$ cat src/rtl/debounce_n.sv
`default_nettype none
// ============================================================================
// Module      : debounce_n
// Description : Multi-channel input conditioner. Each channel synchronizes an
//               asynchronous pin, filters it in restart or integrator mode
//               into a stable level, and produces single-cycle rise, fall and
//               long-hold event pulses.
// Revision    : 1.0 - initial release
// ============================================================================
module debounce_n #(
  parameter int WIDTH     = 4,
  parameter int N_DFF     = 2,
  parameter int MIN_TIME  = 3,
  parameter int MODE      = 0,
  parameter int LONG_TIME = 0
) (
  input  logic             clk,
  input  logic             rst_n,
  input  logic [WIDTH-1:0] in,
  output logic [WIDTH-1:0] out,
  output logic [WIDTH-1:0] rise,
  output logic [WIDTH-1:0] fall,
  output logic [WIDTH-1:0] hold
);

  // Filter counter must hold 0..MIN_TIME (integrator upper bound).
  localparam int c_cnt_w = ($clog2(MIN_TIME + 1) < 1) ? 1 : $clog2(MIN_TIME + 1);
  localparam logic [c_cnt_w-1:0] c_cnt_one = c_cnt_w'(1);

  for (genvar gi = 0; gi < WIDTH; gi++) begin : g_ch
    logic [N_DFF-1:0]   sync_q;
    logic [N_DFF-1:0]   sync_d;
    logic               s;
    logic [c_cnt_w-1:0] cnt_q;
    logic [c_cnt_w-1:0] cnt_d;
    logic               out_q;
    logic               out_d;
    logic               rise_q;
    logic               rise_d;
    logic               fall_q;
    logic               fall_d;

    // Shift the raw pin through the synchronizer chain; stage 0 takes the pin.
    always_comb begin
      sync_d    = sync_q;
      sync_d[0] = in[gi];
      for (int k = 1; k < N_DFF; k++) begin
        sync_d[k] = sync_q[k-1];
      end
    end

    // Only the last synchronizer stage is safe to use downstream.
    assign s = sync_q[N_DFF-1];

    if (MODE == 0) begin : g_restart
      localparam logic [c_cnt_w-1:0] c_min_last = c_cnt_w'(MIN_TIME - 1);

      // Restart filter: count consecutive disagreeing samples, any agreeing
      // sample throws the progress away.
      always_comb begin
        cnt_d = '0;
        out_d = out_q;
        if (s != out_q) begin
          if (cnt_q == c_min_last) begin
            out_d = s;
          end else begin
            cnt_d = cnt_q + c_cnt_one;
          end
        end
      end
    end else begin : g_integ
      localparam logic [c_cnt_w-1:0] c_min_full = c_cnt_w'(MIN_TIME);

      // Integrator filter: saturating up/down count, output switches only at
      // the rails so glitches delay rather than restart the decision.
      always_comb begin
        cnt_d = cnt_q;
        out_d = out_q;
        if (s) begin
          if (cnt_q != c_min_full) begin
            cnt_d = cnt_q + c_cnt_one;
          end
        end else if (cnt_q != '0) begin
          cnt_d = cnt_q - c_cnt_one;
        end
        if (cnt_d == c_min_full) begin
          out_d = 1'b1;
        end else if (cnt_d == '0) begin
          out_d = 1'b0;
        end
      end
    end

    // Edge events are flagged on the same edge that updates the level.
    always_comb begin
      rise_d = out_d & ~out_q;
      fall_d = out_q & ~out_d;
    end

    // Channel state; reset discards all filter progress immediately.
    always_ff @(posedge clk or negedge rst_n) begin
      if (!rst_n) begin
        sync_q <= '0;
        cnt_q  <= '0;
        out_q  <= 1'b0;
        rise_q <= 1'b0;
        fall_q <= 1'b0;
      end else begin
        sync_q <= sync_d;
        cnt_q  <= cnt_d;
        out_q  <= out_d;
        rise_q <= rise_d;
        fall_q <= fall_d;
      end
    end

    assign out[gi]  = out_q;
    assign rise[gi] = rise_q;
    assign fall[gi] = fall_q;

    if (LONG_TIME > 0) begin : g_hold
      localparam int c_hold_w = ($clog2(LONG_TIME + 1) < 1) ? 1 : $clog2(LONG_TIME + 1);
      localparam logic [c_hold_w-1:0] c_hold_one  = c_hold_w'(1);
      localparam logic [c_hold_w-1:0] c_long_last = c_hold_w'(LONG_TIME - 1);
      localparam logic [c_hold_w-1:0] c_long_full = c_hold_w'(LONG_TIME);

      logic [c_hold_w-1:0] h_q;
      logic [c_hold_w-1:0] h_d;
      logic                hold_q;
      logic                hold_d;

      // Count cycles spent high; saturation guarantees one pulse per high
      // period, and a low level clears the count.
      always_comb begin
        h_d    = '0;
        hold_d = 1'b0;
        if (out_q) begin
          h_d = h_q;
          if (h_q != c_long_full) begin
            h_d = h_q + c_hold_one;
          end
          hold_d = (h_q == c_long_last);
        end
      end

      // Hold counter and registered hold pulse.
      always_ff @(posedge clk or negedge rst_n) begin
        if (!rst_n) begin
          h_q    <= '0;
          hold_q <= 1'b0;
        end else begin
          h_q    <= h_d;
          hold_q <= hold_d;
        end
      end

      assign hold[gi] = hold_q;
    end else begin : g_no_hold
      assign hold[gi] = 1'b0;
    end
  end

endmodule
`default_nettype wire

$ cat config.mk
export PLATFORM = sky130hd
export DESIGN_NAME = debounce_n
export DESIGN_NICKNAME = d
export VERILOG_FILES = /design/src/rtl/debounce_n.sv
export SDC_FILE = /design/constraint.sdc
export NUM_CORES = 1
export LEC_CHECK = 0
export CAP_MARGIN = 15
export CORE_MARGIN = 2
export CORE_UTILIZATION = 52
export CTS_CLUSTER_SIZE = 40
export DETAILED_ROUTE_END_ITERATION = 12
export PLACE_DENSITY = 0.92
export SETUP_SLACK_MARGIN = 0.1
export SYNTH_ARGS = -nofsm -noshare
export SYNTH_HDL_FRONTEND = slang
export SYNTH_SLANG_ARGS = --single-unit
export TNS_END_PERCENT = 1
$ cat constraint.sdc
create_clock -name clk -period 2.3 [get_ports clk]
set_input_delay 0.23 -clock clk [delete_from_list [all_inputs] [get_ports clk]]
set_output_delay 0.23 -clock clk [all_outputs]
set_load 0.005 [all_outputs]
# Word level (Yosys, flattened, before mapping)
# Index checks and enable logic that the tools add are counted.
# op_classes
mux	16
div	0
n_reduce_logical	0
n_lt_le_gt_ge	0
eq_ne	8
mul	0
shifts	0
add_sub_neg	4
bitwise	16
# op_table
cell	n
$mux W2	8
$add A2 B1 Y2 const B	4
$and A1 B1 Y1	8
$eq A2 B2 Y1 const B	4
$mux W1	8
$not A1 Y1	8
$ne A1 B1 Y1	4
# totals
ramBits	0
latch_bits	0
in_bits	6
romBits	0
output_inout_bits	16
wordCells	64
ff_bits	28
mem_count	0

# Logic depth before layout (Yosys ltp)
# depth
depth_word	5
mapped_depth	2
ltp_nobuf	2

# Least setup slack after synthesis
# No wires, ideal clock.
# synth_path
kind	flip-flop to flip-flop
startpoint	register g_ch[1].cnt_q[0]
endpoint	register g_ch[1].out_q
path_buffers	0
path_stages_with_launch	3
required_time_ns	2.175
setup_ns	0.125
arrival_ns	0.787
synth_period_minus_slack_ns	0.913
slack_ns	1.387
path_cell_list	dfrtp_1 > nand2b_4 > mux2_4
# synth_via
elab_chain_cells	3
# synth_lines
element	line_no	source
start: declaration	34	logic [c_cnt_w-1:0] cnt_q;
start signal: assignment	110	cnt_q <= cnt_d;
$eq A2 B2 Y1	64	if (cnt_q == c_min_last) begin
$mux W1	64	
$mux W1	63	if (s != out_q) begin
named net g_ch[1].out_d	37	logic out_d;
end signal: assignment	111	out_q <= out_d;
end: declaration	36	logic out_q;
# The timed path passes the listed nets, and every way through them passes these cells.

# Worst setup path in the final report
# layout_path
startpoint	register g_ch[2].out_q
endpoint	output port out[2]
# layout_lines
element	line_no	source
start: declaration	36	
start signal: assignment	111	
end: declaration	20	output logic [WIDTH-1:0] out,
# No word-level cell between the ends.

==> metrics.cfg <==
[clocking]
clk_pin_slew_ps = 140
postCtsHoldBufs = 0
clockRootBuffer = clkbuf_4
tritoncts = done
cts_resized = 0
clock_latency_ps = 320
clock_sinks = 28
htree_levels = 1
postCtsSetupRepairBufs = 0
clock_path_buffers = 2
tritoncts.num_buffers = 3

[critical_path]
critPathMaxFanout = 5
crit_path_cell_trace = clkdlybuf4s50_1
crit_buf_inv = 1
worstSetupStartpointType = flip-flop
path_class = flip-flop to output port
slowest_stage = clkdlybuf4s50_1
cp.required_ps = 2070
crit_family = buffers and inverters
crit_path_end_kind = output port
critical_path.max_stage_delay_ps = 530
rrSetupSlack_ps = 1330
cp.arrival_ps = 1290

[route]
detail-route-antenna-nets = 0
wl_mm = 1.30
vias = 498
wl_per_cell_um = 11.9
drc = 0
drt-vias-per-instance = 4.57
detailedRoute.firstIterationViolations = 0
drtPass1Iterations = 1

[cells_and_area]
drive_gt1_frac = 0.159
num-nets-final = 89
fillers = 163
diodes = 0
mostFrequentLayoutCell = dfrtp_1
area_growth_pct = 12.8
layout_common_cells = dfrtp_1, clkdlybuf4s50_1, nor3b_1

[synth]
synth_cell_types = 8
syn_area_per_cell_um2 = 14.9
syn_inst = 73
syn_area_mm2 = 0.00108
synth_compound_area_frac = 0
ys_seq_area_frac = 0.646
synth_top_family_by_area = simple AND/OR/NAND/NOR gates
synth-simple-area-share = 0.152
muxShareOfSynthArea = 0.0554
ys_warn_count = 0
synth-xor-area-share = 0.0323
ys_ff_latch = 28
yosys.area_share.adder = 0

[sta]
skew_ps = 4.31
fmax_mhz = 657
setup_viol = 0
final_hold_viol_count = 0
fin_crit_sh = 0.662
rsz0062_at_grt = false
slew_viol_final = 0
whs_ps = 260
min_period_ps = 1520
finalSetupTns_ps = 0

[grt]
grt_use_total = 0.125
grt_pass1_wl_mm = 2.30
grt-ovfl-total = 0
antenna_found_initial = 0
grt_max_degree = 29
grt_pass1_vias = 541

[status]
status = finished, final reports clean

[power_and_ir_drop]
power_frac_comb = 0.286
power_frac_seq = 0.541
p_leak_nw = 0.543
switching_share = 0.272
p_clk_frac = 0.173
powerDensity_mw_per_mm2 = 1090
p_sw_w = 0.000364
vdd_drop_max_mv = 0.664
p_int_w = 0.000971

[die]
die-area_mm2 = 0.00247
die-height_um = 49.7
core_area_mm2 = 0.00196
io_pins = 22
std_cell_rows = 16
fp.dieW_um = 49.7
initial_core_util = 0.553

[placement]
hpwl_um = 964
place_congestion = 0.712
placement.io_buffers = 17

[job]
max_cap_violations = 0

[min_path]
hold_class = primary input to async pin

-- layout make-up --
class / count / area (µm²) / area share
clock buffers: 4 / 36.3 / 0.0297
multi-input cells: 32 / 275 / 0.225
flip-flops and latches: 28 / 701 / 0.573
well taps: 27 / 33.8 / 0.0276
repair buffers: 18 / 178 / 0.145
-- per-stage QoR --
stage / cell area, µm² / power [W] / setup WS (ps) / instances / util
floorplan: 1100 / 0.00102 / 1390 / 76 / -
global placement: 1190 / 0.00109 / 1150 / 105 / 0.605
detailed placement: 1190 / 0.00112 / 1140 / 105 / 0.605
CTS: 1220 / 0.00135 / 762 / 109 / 0.624
global route: 1220 / 0.00141 / 708 / 109 / 0.624
finish: 1220 / 0.00133 / 777 / 109 / 0.624
-- synth_stat cells, drive strengths merged --
cell    instances  share of area
conb            1         0.0035
xnor2           4          0.032
buf            16           0.11
mux2            4          0.055
nand2b          4          0.051
nor3            4          0.018
nor3b          12          0.083
dfrtp          28           0.65
-- sequential cells by signal (all words and copies together) (netlist names) --
register     count
g_ch.cnt_q       8
g_ch.sync_q      8
g_ch.fall_q      4
g_ch.out_q       4
g_ch.rise_q      4
-- kinds of logic after synthesis --
family	count (synthesis)
xor gates and xnor gates	4
buffers and inverters	16
DFF	28
muxes	4
other	1
and+or+nand+nor	20
-- metal layers --
metal	routed length [µm]	share of wire	track usage
met2	671	0.52	0.227
met3	57	0.044	0.0303
met4	30	0.023	0.0694
met5	0	0	0
met1	535	0.41	0.132
-- final timing paths --
check,from,endpoint,cells after the start
worst min-delay path,rst_n,g_ch[3].sync_q[1]$_DFF_PN0_,2
min in group clk,in[2],g_ch[2].sync_q[0]$_DFF_PN0_,1
worst max register to register,g_ch[0].cnt_q[0]$_DFF_PN0_,g_ch[0].out_q$_DFF_PN0_,2
worst min register to register,g_ch[0].sync_q[0]$_DFF_PN0_,g_ch[0].sync_q[1]$_DFF_PN0_,0
worst max-delay path,g_ch[2].out_q$_DFF_PN0_,out[2],1
max in group asynchronous,rst_n,g_ch[1].fall_q$_DFF_PN0_,2
-- power groups by stage --
stage               Sequential (W)  Combinational (W)  Clock (W)
finish                    0.000722           0.000382   0.000230
global route              0.000738           0.000409   0.000262
CTS                       0.000722           0.000390   0.000238
detailed placement        0.000733           0.000388          0
global placement          0.000719           0.000372          0
floorplan                 0.000710           0.000314          0
(Power assumes the default switching activity.)
